$ cat config.mk
export PLATFORM = sky130hd
export DESIGN_NAME = serial_adder
export DESIGN_NICKNAME = d
export VERILOG_FILES = /design/src/rtl/serial_adder_pkg.sv /design/src/rtl/full_adder_cell.sv /design/src/rtl/serial_adder.sv
export SDC_FILE = /design/constraint.sdc
export NUM_CORES = 1
export LEC_CHECK = 0
export CAP_MARGIN = 40
export CORE_ASPECT_RATIO = 1.5
export CORE_MARGIN = 3
export CORE_UTILIZATION = 45
export DETAILED_ROUTE_END_ITERATION = 8
export PLACE_DENSITY_LB_ADDON = 0.1
export SYNTH_ARGS = -nofsm -noshare
export SYNTH_HDL_FRONTEND = slang
export SYNTH_SLANG_ARGS = --single-unit
$ cat constraint.sdc
create_clock -name clk -period 1.9 [get_ports clk]
set_clock_uncertainty 0.15 [all_clocks]
set_input_delay 0.19 -clock clk [delete_from_list [all_inputs] [get_ports clk]]
set_output_delay 0.19 -clock clk [all_outputs]
set_load 0.03 [all_outputs]
$ cat src/rtl/serial_adder_pkg.sv
// Shared types and limits for the bit-serial adder.
package serial_adder_pkg;

    typedef enum logic [1:0] {
        IDLE = 2'd0,
        RUN  = 2'd1,
        DONE = 2'd2
    } state_t;

    localparam int WIDTH_MAX = 32;

endpackage

$ cat src/rtl/full_adder_cell.sv
// Single-bit combinational full adder shared by every bit position of the serial adder.
module full_adder_cell (
    input  logic a,
    input  logic b,
    input  logic c_in,
    output logic sum,
    output logic c_out
);

    assign sum   = a ^ b ^ c_in;
    assign c_out = (a & b) | (a & c_in) | (b & c_in);

endmodule

$ cat src/rtl/serial_adder.sv
// WIDTH-bit serial adder: one bit per clock through one full-adder cell, start/busy/done handshake.
// Optional subtract mode (sub port) is built when SERIAL_ADDER_SUB_EN is defined.
module serial_adder
    import serial_adder_pkg::*;
#(
    parameter  int WIDTH = 8,
    localparam int CNT_W = $clog2(WIDTH)
) (
    input  logic             clk,
    input  logic             rst,
    input  logic             start,
`ifdef SERIAL_ADDER_SUB_EN
    input  logic             sub,
`endif
    input  logic [WIDTH-1:0] a,
    input  logic [WIDTH-1:0] b,
    output logic [WIDTH-1:0] sum,
    output logic             cout,
    output logic             ovf,
    output logic             busy,
    output logic             done
);

    state_t             state, state_nxt;
    logic [WIDTH-1:0]   a_sr, b_sr, sum_r;
    logic [WIDTH-1:0]   b_load;
    logic [CNT_W-1:0]   cnt;
    logic               carry, c_init;
    logic               cout_r, ovf_r;
    logic               fa_s, fa_c;
    logic               last_bit;

`ifdef SERIAL_ADDER_SUB_EN
    // Subtraction as a + ~b + 1: invert B and seed the carry chain with 1.
    assign b_load = sub ? ~b : b;
    assign c_init = sub;
`else
    assign b_load = b;
    assign c_init = 1'b0;
`endif

    assign last_bit = (cnt == CNT_W'(WIDTH - 1));

    full_adder_cell u_fa (
        .a     (a_sr[0]),
        .b     (b_sr[0]),
        .c_in  (carry),
        .sum   (fa_s),
        .c_out (fa_c)
    );

    always_ff @(posedge clk) begin
        if (rst) state <= IDLE;
        else     state <= state_nxt;
    end

    always_comb begin
        state_nxt = state;
        case (state)
            IDLE:    if (start) state_nxt = RUN;
            RUN:     if (last_bit) state_nxt = DONE;
            DONE:    state_nxt = IDLE;
            default: state_nxt = IDLE;
        endcase
    end

    always_ff @(posedge clk) begin
        if (rst) begin
            a_sr   <= '0;
            b_sr   <= '0;
            sum_r  <= '0;
            carry  <= 1'b0;
            cnt    <= '0;
            cout_r <= 1'b0;
            ovf_r  <= 1'b0;
        end else begin
            case (state)
                IDLE: begin
                    if (start) begin
                        a_sr   <= a;
                        b_sr   <= b_load;
                        carry  <= c_init;
                        cnt    <= '0;
                        sum_r  <= '0;
                        cout_r <= 1'b0;
                        ovf_r  <= 1'b0;
                    end
                end
                RUN: begin
                    sum_r <= {fa_s, sum_r[WIDTH-1:1]};
                    a_sr  <= a_sr >> 1;
                    b_sr  <= b_sr >> 1;
                    carry <= fa_c;
                    cnt   <= cnt + CNT_W'(1);
                    // On the MSB, 'carry' is still the carry into the MSB.
                    if (last_bit) begin
                        cout_r <= fa_c;
                        ovf_r  <= carry ^ fa_c;
                    end
                end
                default: ;
            endcase
        end
    end

    assign sum  = sum_r;
    assign cout = cout_r;
    assign ovf  = ovf_r;
    assign busy = (state == RUN);
    assign done = (state == DONE);

endmodule
**Word-level counts from Yosys, hierarchy flattened**

Cells that the tools add are included.

- Register bits after elaboration: 32
- Bits in latches: 0
- Bits in writable memories: 0
- Memory bits (read-only): 0
- Input bits: 19
- Output and inout bits: 12
- Word-level logic and storage cells: 44
- Memories: 0

- $add $sub $neg: 1
- Multiply operators: 0
- Div/mod/pow operators: 0
- $lt $le $gt $ge: 0
- Eq/ne operators: 5
- Shifts and indexed selects: 0
- Multiplexer cells: 17
- Bitwise logic cells: 8
- Reductions and logical operators: 5

Operators by type and width:

| operator | number |
|---|---|
| $pmux 8 s2 | 3 |
| $mux 8 | 3 |
| $pmux 1 s2 | 3 |
| $pmux 3 s2 | 1 |
| $mux 2 | 2 |
| $pmux 2 s2 | 1 |
| $reduce_and 2->1 | 2 |
| $add 3x1->3 const B | 1 |
| $and 1x1->1 | 3 |
| $eq 3x3->1 const B | 1 |
| $mux 1 | 3 |
| $mux 3 | 1 |
| $reduce_and 3->1 | 1 |
| $xor 1x1->1 | 3 |
| $eq 2x1->1 const B | 1 |
| $eq 2x2->1 const B | 1 |
| $logic_not 2->1 | 1 |
| $ne 2x1->1 const B | 1 |
| $ne 2x2->1 const B | 1 |
| $or 1x1->1 | 2 |
| $reduce_bool 2->1 | 1 |

**Depth between registers and ports, before layout**

Gate-level depths: netlist of the first run.

- Depth after elaboration: 6
- Depth in mapped cells: 5

**By module**

A second synthesis of the first run with hierarchy kept.

- Cell total of the unflattened synthesis: 137
- Area, all modules: 1420.1 sq um

By module, submodules not included:

| module | times used | cells an instance | area each (sq um) | seq. area each (sq um) |
|---|---|---|---|---|
| serial_adder | 1 | 136 | 1400.1 | 640.6 |
| full_adder_cell | 1 | 1 | 20.0 | 0.0 |

**Worst setup path before layout of the first run**

Ideal clock, no wire load.

- Kind: register -> output
- Start point: reg state[0]
- End point: out done
- Arrival: 1.040 ns
- Setup slack: 0.520 ns
- Stages on the path, launching flop included: 4
- Path buffers: 2
- Cell sequence: dfxtp_1 -> buf_6 -> buf_6 -> nor2b_1

- Longest elaborated chain between the ends: 1

RTL lines:

| element | RTL line | text |
|---|---|---|
| from (decl) | serial_adder.sv:24 | `state_t state, state_nxt;` |
| from (signal assigned) | serial_adder.sv:54 | `else state <= state_nxt;` |
| $eq 2x2->1 | serial_adder.sv:110 | `assign done = (state == DONE);` |
| to (decl) | serial_adder.sv:21 | `output logic done` |

Every way passes these cells.

**Worst setup path after layout of the first run**

- Start point: reg state[0]
- End point: out busy

- Longest elaborated chain between the ends: 1

RTL lines:

| element | RTL line | text |
|---|---|---|
| $eq 2x1->1 | serial_adder.sv:109 | `assign busy = (state == RUN);` |
| to (decl) | serial_adder.sv:20 | `output logic busy,` |

Every way passes these cells.

==> results of run 1 <==
## state kept, by name (all words and copies together) (netlist names)
signal / cells
carry: 1
cout: 1
ovf: 1
a_sr: 8
state: 2
cnt: 3
sum: 8
b_sr: 8
## metal layers
layer	routed length, µm	GRT usage [%]
met1	1185	20.03
met2	1359	27.40
met3	127	6.694
met4	53	7.872
met5	0	0
## kinds of logic after synthesis
logic type / after synthesis
compound gates: 35
xor+xnor: 1
fa+ha+maj: 3
buf+inv: 11
flops: 32
mux: 14
simple gates: 36
## worst paths after layout
kind / endpoint / slack [ns] / cells after the start
setup / recovery: busy / 0.12 / 4
hold / removal: cnt[0] / 0.32 / 1
setup reg to reg: cout / 0.40 / 5
hold reg to reg: cnt[0] / 0.32 / 1
## per-stage QoR
step / worst slack [ns] / utilization [%] / std cells / hold slack, ns
floorplan: 0.5204 / - / 132 / 0.1883
global placement: 0.3426 / 59.02 / 197 / 0.3112
detailed placement: 0.2919 / 59.02 / 197 / 0.3178
CTS: 0.02582 / 61.68 / 204 / 0.3263
global route: 0.01658 / 61.77 / 204 / 0.3567
finish: 0.1186 / 61.77 / 204 / 0.3238
## cell usage after synthesis
cell type / number
nor2_1: 29
nor2b_1: 2
nor2b_2: 1
xnor2_1: 1
a211oi_1: 6
a22oi_1: 13
buf_6: 4
o31ai_1: 1
nor3b_1: 2
nand2_1: 1
clkbuf_1: 2
buf_2: 3
nand3_1: 1
ha_1: 2
a211oi_2: 10
mux2i_1: 14
fa_1: 1
a21oi_1: 1
o21ai_0: 2
o21ba_2: 1
dfxtp_1: 32
o21bai_4: 1
buf_1: 2
## power by group through the flow
stage	sequential, µW	combinational, µW	clock (µW)
6_report	726	210	480
3_3_place_gp	740	207	0
5_1_grt	731	232	522
3_5_place_dp	741	211	0
4_1_cts	727	214	489
2_1_floorplan	740	141	0
## area by class of cell
cell class,count,area share [%]
Clock buffer,6,4.033
Clock inverter,1,0.2782
Multi-Input combinational cell,89,37.07
Sequential cell,32,35.60
Tap cell,39,2.712
Timing Repair Buffer,37,20.31
## timing repair
action                     in CTS  in global routing
setup endpoints to repair       0                  1
hold buffers                    0                  0
buffers inserted                0                  0
resized for setup               0                  1
## worst max-delay path, stage by stage (launching register included)
cell	delay, ns
dfxtp_1	0.36
buf_4	0.22
nor2b_2	0.19
buf_4	0.21
buf_4	0.18
==> results.sh, run 1 <==
export IMPL_synth_simple_area_share_pct=11.13
export IMPL_viasPerCell=5.191
export IMPL_endpoint_kind="output pin"
export IMPL_worst_setup_path_type="flip-flop to output pin"
export IMPL_clk_latency_ns=0.28
export IMPL_final_cell_mix="dfxtp_1 (32), nor2_1 (29), clkdlybuf4s50_1 (28)"
export IMPL_portBuffers=30
export IMPL_synth_avg_cell_area_um2=10.47
export IMPL_p_int_uw=1063
export IMPL_firstDrtPassIters=3
export IMPL_setup_viol=0
export IMPL_finalCriticalPeriod_ns=1.781
export IMPL_h_tree_depth=2
export IMPL_netlist_area_leader_share_pct=46.33
export IMPL_root_buffer="clkbuf_8"
export IMPL_multi_input_area_um2=666.9
export IMPL_p_comb_share_pct=14.8
export IMPL_place_congestion=0.7261
export IMPL_stdcell_area_um2=1799
export IMPL_synth_warnings=0
export IMPL_synthesis_instances=132
export IMPL_min_period_over_period_pct=93.76
export IMPL_p_sw_share_pct=24.97
export IMPL_setup_tns_final_ns=0
export IMPL_critPathArrivalTime_ns=1.44
export IMPL_yosysSeqAreaShare_pct=46.33
export IMPL_cp_max_fo=14
export IMPL_min_path_type="flip-flop to flip-flop"
export IMPL_peakVddDrop_mv=0.5959
export IMPL_cts_sinks=32
export IMPL_grt_max_degree=30
export IMPL_synth_top_family_by_area="compound AO/OA/AOI/OAI gates"
export IMPL_grt_usage_pct=17.12
export IMPL_dieHeight_um=73.89
export IMPL_grt_ovfl_total=0
export IMPL_grt_pass1_wl_mm=4.726
export IMPL_final_fill_count=281
export IMPL_synth_nets=154
export IMPL_die_area_um2=3787
export IMPL_worstPathRequired_ns=1.56
export IMPL_ys_types=23
export IMPL_coreArea_um2=2913
export IMPL_numCtsBuffers=5
export IMPL_yosys_area_top_type="dfxtp_1"
export IMPL_dpl_instance_area_um2=1719
export IMPL_cts_tree="done"
export IMPL_wire_per_inst_um=13.36
export IMPL_cellLeakagePower_uw=0.0006996
export IMPL_drive_gt1_share_pct=16.36
export IMPL_power_frac_seq_pct=51.3
export IMPL_seqCellArea_um2=640.6
export IMPL_drv_cap=0
export IMPL_syn2layout_area_growth_pct=30.14
export IMPL_drcViolationCount=0
export IMPL_hold_viol_final=0
export IMPL_rows=24
export IMPL_finalMaxSlewViolations=0
export IMPL_min_from="cnt[0]"
export IMPL_final_common_cell="dfxtp_1"
export IMPL_clkTransAtPathRegs_ns=0.06
export IMPL_synth_compound_area_share_pct=23.08
export IMPL_maxSlewHeadroom_pct=74.83
export IMPL_hpwlAfterDp_mm=1.908
export IMPL_synth_seq_cells=32
export IMPL_p_sw_uw=353.6
export IMPL_tightest_slew_ns=0.3766
export IMPL_status="finished clean"
export IMPL_syn_area_um2=1383
export IMPL_grt_pass1_vias=1032
export IMPL_power_density_nw_per_um2=787.1
export IMPL_vias=1059
export IMPL_startpoint="state[0]"
export IMPL_synthAdderAreaFrac_pct=3.258
export IMPL_start_util_pct=47.47
export IMPL_postRouteAntennaNets=0
export IMPL_antenna_found_initial=0
export IMPL_diodes=0
export IMPL_clock_fmax_mhz=561.4
export IMPL_worstSetupStartpointType="flip-flop"
export IMPL_muxShareOfSynthArea_pct=10.14
export IMPL_finalPower_uw=1416
export IMPL_clock_path_buffers=2
export IMPL_reg2reg_from="cnt[0]"
export IMPL_pwr_share_clk_pct=33.9
export IMPL_rsz0062_at_grt="no"
export IMPL_layout_nets=187
export IMPL_drt_iter0_drc=13
export IMPL_ios=31
export IMPL_synth_area_leaders="dfxtp_1 (46%), mux2i_1 (10%), a211oi_2 (9.0%), nor2_1 (7.9%), a22oi_1 (7.1%)"
export IMPL_post_synth_xor_area_fraction_pct=0.6335
export IMPL_die_width_um=51.26
export IMPL_drt_wl_total_mm=2.726
Power figures use the tool's default switching activity.
==> run 2, diff against run 1 <==
--- a/config.mk
+++ b/config.mk
@@ -7,9 +7,9 @@
 export LEC_CHECK = 0
 export CAP_MARGIN = 40
 export CORE_ASPECT_RATIO = 1.5
-export CORE_MARGIN = 3
 export CORE_UTILIZATION = 45
 export DETAILED_ROUTE_END_ITERATION = 8
+export MAX_ROUTING_LAYER = met4
 export PLACE_DENSITY_LB_ADDON = 0.1
 export SYNTH_ARGS = -nofsm -noshare
 export SYNTH_HDL_FRONTEND = slang
==> results.sh, run 2 (synthesis results as in run 1) <==
export IMPL_clk_latency_ns=0.28
export IMPL_cellLeakagePower_uw=0.0006894
export IMPL_worst_setup_path_type="flip-flop to output pin"
export IMPL_min_from="cnt[0]"
export IMPL_power_density_nw_per_um2=777.0
export IMPL_crit_path_top_delay_cell="dfxtp_1"
export IMPL_clock_fmax_mhz=573.3
export IMPL_peakVddDrop_mv=0.5767
export IMPL_cts_hold_buf=0
export IMPL_drcViolationCount=0
export IMPL_vias=1060
export IMPL_final_fill_count=259
export IMPL_cts_sinks=32
export IMPL_rsz0062_at_grt="no"
export IMPL_die_area_um2=3302
export IMPL_antenna_found_initial=0
export IMPL_hpwlAfterDp_mm=1.895
export IMPL_crit_path_frequent_cell="buf_4"
export IMPL_hold_viol_final=0
export IMPL_endpoint_kind="output pin"
export IMPL_dieHeight_um=69.89
export IMPL_start_util_pct=47.47
export IMPL_ios=31
export IMPL_drv_cap=0
export IMPL_grt_pass1_wl_mm=4.464
export IMPL_final_cell_mix="dfxtp_1 (32), nor2_1 (29), clkdlybuf4s50_1 (28)"
export IMPL_hold_path_depth=1
export IMPL_wire_per_inst_um=13.45
export IMPL_cp_max_fo=8
export IMPL_status="finished clean"
export IMPL_diodes=0
export IMPL_die_width_um=47.26
export IMPL_drive_gt1_share_pct=15.43
export IMPL_cts_tree="done"
export IMPL_r2r_slack_ns=0.31
export IMPL_finalHoldWorstSlack_ns=0.3302
export IMPL_numCtsBuffers=5
export IMPL_critPathTopFamily="buffers and inverters"
export IMPL_clock_path_buffers=2
export IMPL_grt_usage_pct=19.14
export IMPL_firstDrtPassIters=4
export IMPL_critPathMaxStageDelay_ns=0.37
export IMPL_maxSlewHeadroom_pct=73.98
export IMPL_final_common_cell="dfxtp_1"
export IMPL_h_tree_depth=2
export IMPL_rows=24
export IMPL_critPathArrivalTime_ns=1.40
export IMPL_reg2reg_from="state[0]"
export IMPL_tightest_slew_ns=0.3893
export IMPL_worstSetupStartpointType="flip-flop"
export IMPL_finalCriticalPeriod_ns=1.744
export IMPL_whs_endpoint="cnt[0]"
export IMPL_grt_max_degree=30
export IMPL_grt_ovfl_total=0
export IMPL_startpoint="state[0]"
export IMPL_portBuffers=30
export IMPL_finalMaxSlewViolations=0
export IMPL_drt_iter0_drc=14
export IMPL_layout_nets=186
export IMPL_place_congestion=0.7541
export IMPL_clkTransAtPathRegs_ns=0.06
export IMPL_worstPathRequired_ns=1.56
export IMPL_drt_wl_total_mm=2.703
export IMPL_worst_path_buf_inv=2
export IMPL_postRouteAntennaNets=0
export IMPL_grt_pass1_vias=1039
export IMPL_min_path_type="flip-flop to flip-flop"
export IMPL_min_period_over_period_pct=91.81
export IMPL_r2r_cells=5
export IMPL_r2r_end="a_sr[2]"
export IMPL_coreArea_um2=2913
export IMPL_setup_viol=0
export IMPL_root_buffer="clkbuf_8"
export IMPL_crit_chain="nor2b_2 > buf_4 > buf_4"
export IMPL_syn2layout_area_growth_pct=28.96
export IMPL_setup_tns_final_ns=0
export IMPL_place_ws_ns=0.3019
export IMPL_worst_slack_ns=0.1556
export IMPL_viasPerCell=5.274
## run 2: cell types whose count changed in the layout (fill, tap and decap cells not counted)
| cell | before | now |
|---|---|---|
| buf_4 | 7 | 6 |
| clkbuf_1 | 1 | 0 |
| clkinv_2 | 1 | 0 |
## run 2: cell type report
cell class | count | area (µm²) | share of cell area (%)
Sequential cell | 32 | 640.6 | 35.93
Tap cell | 39 | 48.80 | 2.737
Multi-Input combinational cell | 89 | 666.9 | 37.40
Timing Repair Buffer | 36 | 357.8 | 20.07
Clock buffer | 5 | 68.82 | 3.860
## run 2: timing repair
action | in CTS | in global routing
setup buffers | 0 | 0
gates resized for setup | 0 | 1
endpoints found under the setup margin | 0 | 1
## run 2: worst max-delay path by stage
stage	end	slack, ns	cells after the start
after floorplan	done	0.52	3
after global placement	done	0.34	2
after detailed placement	a_sr[5]	0.30	5
after CTS	done	0.01	2
after global routing	busy	0.08	3
final	busy	0.16	3
## run 2: through the flow
stage               instance area (µm²)  power [µW]  std cells  utilization, %
finish                             1783        1385        201           61.21
global route                       1783        1453        201           61.21
detailed placement                 1712       952.3        196           58.76
global placement                   1712       945.6        196           58.76
floorplan                          1383       880.5        132               -
CTS                                1780        1409        201           61.13
## run 2: layer usage
metal / vias to the layer above / track usage, % / wire length [µm]
met2: 27 / 30.44 / 1366
met4: 0 / 7.619 / 51
met5: - / - / 0
met1: 490 / 21.16 / 1145
li1: 536 / - / -
met3: 7 / 6.202 / 140
## run 2: report_power, final
| group | switching (µW) | total, µW | internal [µW] |
|---|---|---|---|
| combinational | 103 | 209 | 106 |
| sequential | 19.8 | 727 | 707 |
| clock | 214 | 450 | 235 |
==> run 3, diff against run 2 <==
--- a/config.mk
+++ b/config.mk
@@ -8,8 +8,8 @@
 export CAP_MARGIN = 40
 export CORE_ASPECT_RATIO = 1.5
 export CORE_UTILIZATION = 45
+export CTS_CLUSTER_DIAMETER = 120
 export DETAILED_ROUTE_END_ITERATION = 8
-export MAX_ROUTING_LAYER = met4
 export PLACE_DENSITY_LB_ADDON = 0.1
 export SYNTH_ARGS = -nofsm -noshare
 export SYNTH_HDL_FRONTEND = slang
==> results.sh, run 3 (synthesis results as in run 1) <==
export IMPL_start_util_pct=47.47
export IMPL_post_cts_setup_buffer_count=0
export IMPL_p_sw_uw=337.1
export IMPL_grt_max_degree=30
export IMPL_cellLeakagePower_uw=0.0006894
export IMPL_postRouteAntennaNets=0
export IMPL_power_density_nw_per_um2=777.0
export IMPL_min_period_over_period_pct=91.81
export IMPL_numCtsBuffers=5
export IMPL_syn2layout_area_growth_pct=28.96
export IMPL_hpwlAfterDp_mm=1.895
export IMPL_worst_setup_path_type="flip-flop to output pin"
export IMPL_maxSlewHeadroom_pct=73.98
export IMPL_vias=1060
export IMPL_critPathArrivalTime_ns=1.40
export IMPL_layout_nets=186
export IMPL_root_buffer="clkbuf_8"
export IMPL_rsz0062_at_grt="no"
export IMPL_final_fill_count=259
export IMPL_final_common_cell="dfxtp_1"
export IMPL_status="finished clean"
export IMPL_diodes=0
export IMPL_wire_per_inst_um=13.45
export IMPL_setup_tns_final_ns=0
export IMPL_drt_wl_total_mm=2.703
export IMPL_cp_max_fo=8
export IMPL_cts_tree="done"
export IMPL_drive_gt1_share_pct=15.43
export IMPL_finalCriticalPeriod_ns=1.744
export IMPL_cts_sinks=32
export IMPL_clock_path_buffers=2
export IMPL_grt_pass1_vias=1042
export IMPL_p_comb_share_pct=15.1
export IMPL_fin_util_pct=61.21
export IMPL_drv_cap=0
export IMPL_pwr_share_clk_pct=32.4
export IMPL_cts_hold_buf=0
export IMPL_p_sw_share_pct=24.33
export IMPL_power_frac_seq_pct=52.4
export IMPL_finalMaxSlewViolations=0
export IMPL_finalHoldWorstSlack_ns=0.3302
export IMPL_worstSetupStartpointType="flip-flop"
export IMPL_antenna_found_initial=0
export IMPL_coreArea_um2=2913
export IMPL_portBuffers=30
export IMPL_hold_viol_final=0
export IMPL_viasPerCell=5.274
export IMPL_clk_latency_ns=0.28
export IMPL_die_width_um=47.26
export IMPL_tightest_slew_ns=0.3893
export IMPL_firstDrtPassIters=4
export IMPL_worstPathRequired_ns=1.56
export IMPL_min_path_type="flip-flop to flip-flop"
export IMPL_grt_ovfl_total=0
export IMPL_endpoint_kind="output pin"
export IMPL_finalPower_uw=1385
export IMPL_final_cell_mix="dfxtp_1 (32), nor2_1 (29), clkdlybuf4s50_1 (28)"
export IMPL_die_area_um2=3302
export IMPL_place_congestion=0.7447
export IMPL_drcViolationCount=0
export IMPL_ios=31
export IMPL_clock_fmax_mhz=573.2
export IMPL_grt_usage_pct=18.67
export IMPL_grt_pass1_wl_mm=4.457
export IMPL_peakVddDrop_mv=0.5767
export IMPL_dieHeight_um=69.89
export IMPL_setup_viol=0
export IMPL_clkTransAtPathRegs_ns=0.06
export IMPL_h_tree_depth=2
export IMPL_ctsResizeCount=0
export IMPL_drt_iter0_drc=17
export IMPL_p_int_uw=1048
export IMPL_rows=24
run 3: cell counts in the layout (fill, tap and decap cells not counted):
No cell type changed its count.
run 3: power by group through the flow:
stage	sequential (µW)	combinational [µW]	clock, µW
after floorplan	740	141	0
after global placement	740	206	0
after detailed placement	742	211	0
after CTS	727	211	470
after global routing	731	229	493
final	727	209	450
run 3: worst paths after layout:
check / slack [ns] / endpoint / startpoint / depth (start not counted)
max reg2reg: 0.31 / a_sr[2] / state[0] / 5
min reg2reg: 0.33 / cnt[0] / cnt[0] / 1
max: 0.16 / busy / state[0] / 3
min: 0.33 / cnt[0] / cnt[0] / 1
run 3: layout make-up:
type,instances,area [µm²],area share (%)
multi-input combinational,89,666.9,37.40
sequential,32,640.6,35.93
timing repair buffer,36,357.8,20.07
clock buffer,5,68.82,3.860
tap,39,48.80,2.737
run 3: metal layers:
metal	part of all wire, %	GRT usage [%]
met1	42	21.16
met5	0	0
met3	5.2	6.202
met4	1.9	7.619
met2	51	30.44
run 3: through the flow:
step,setup WS (ns),cells,instance area (µm²)
finish,0.1555,201,1783
global route,0.08001,201,1783
CTS,0.01362,201,1780
detailed placement,0.3019,196,1712
global placement,0.3403,196,1712
floorplan,0.5204,132,1383
run 3: worst max-delay path: stages, from the launching register on:
cell	delay, ns
dfxtp_1	0.37
nor2b_2	0.36
buf_4	0.23
buf_4	0.17
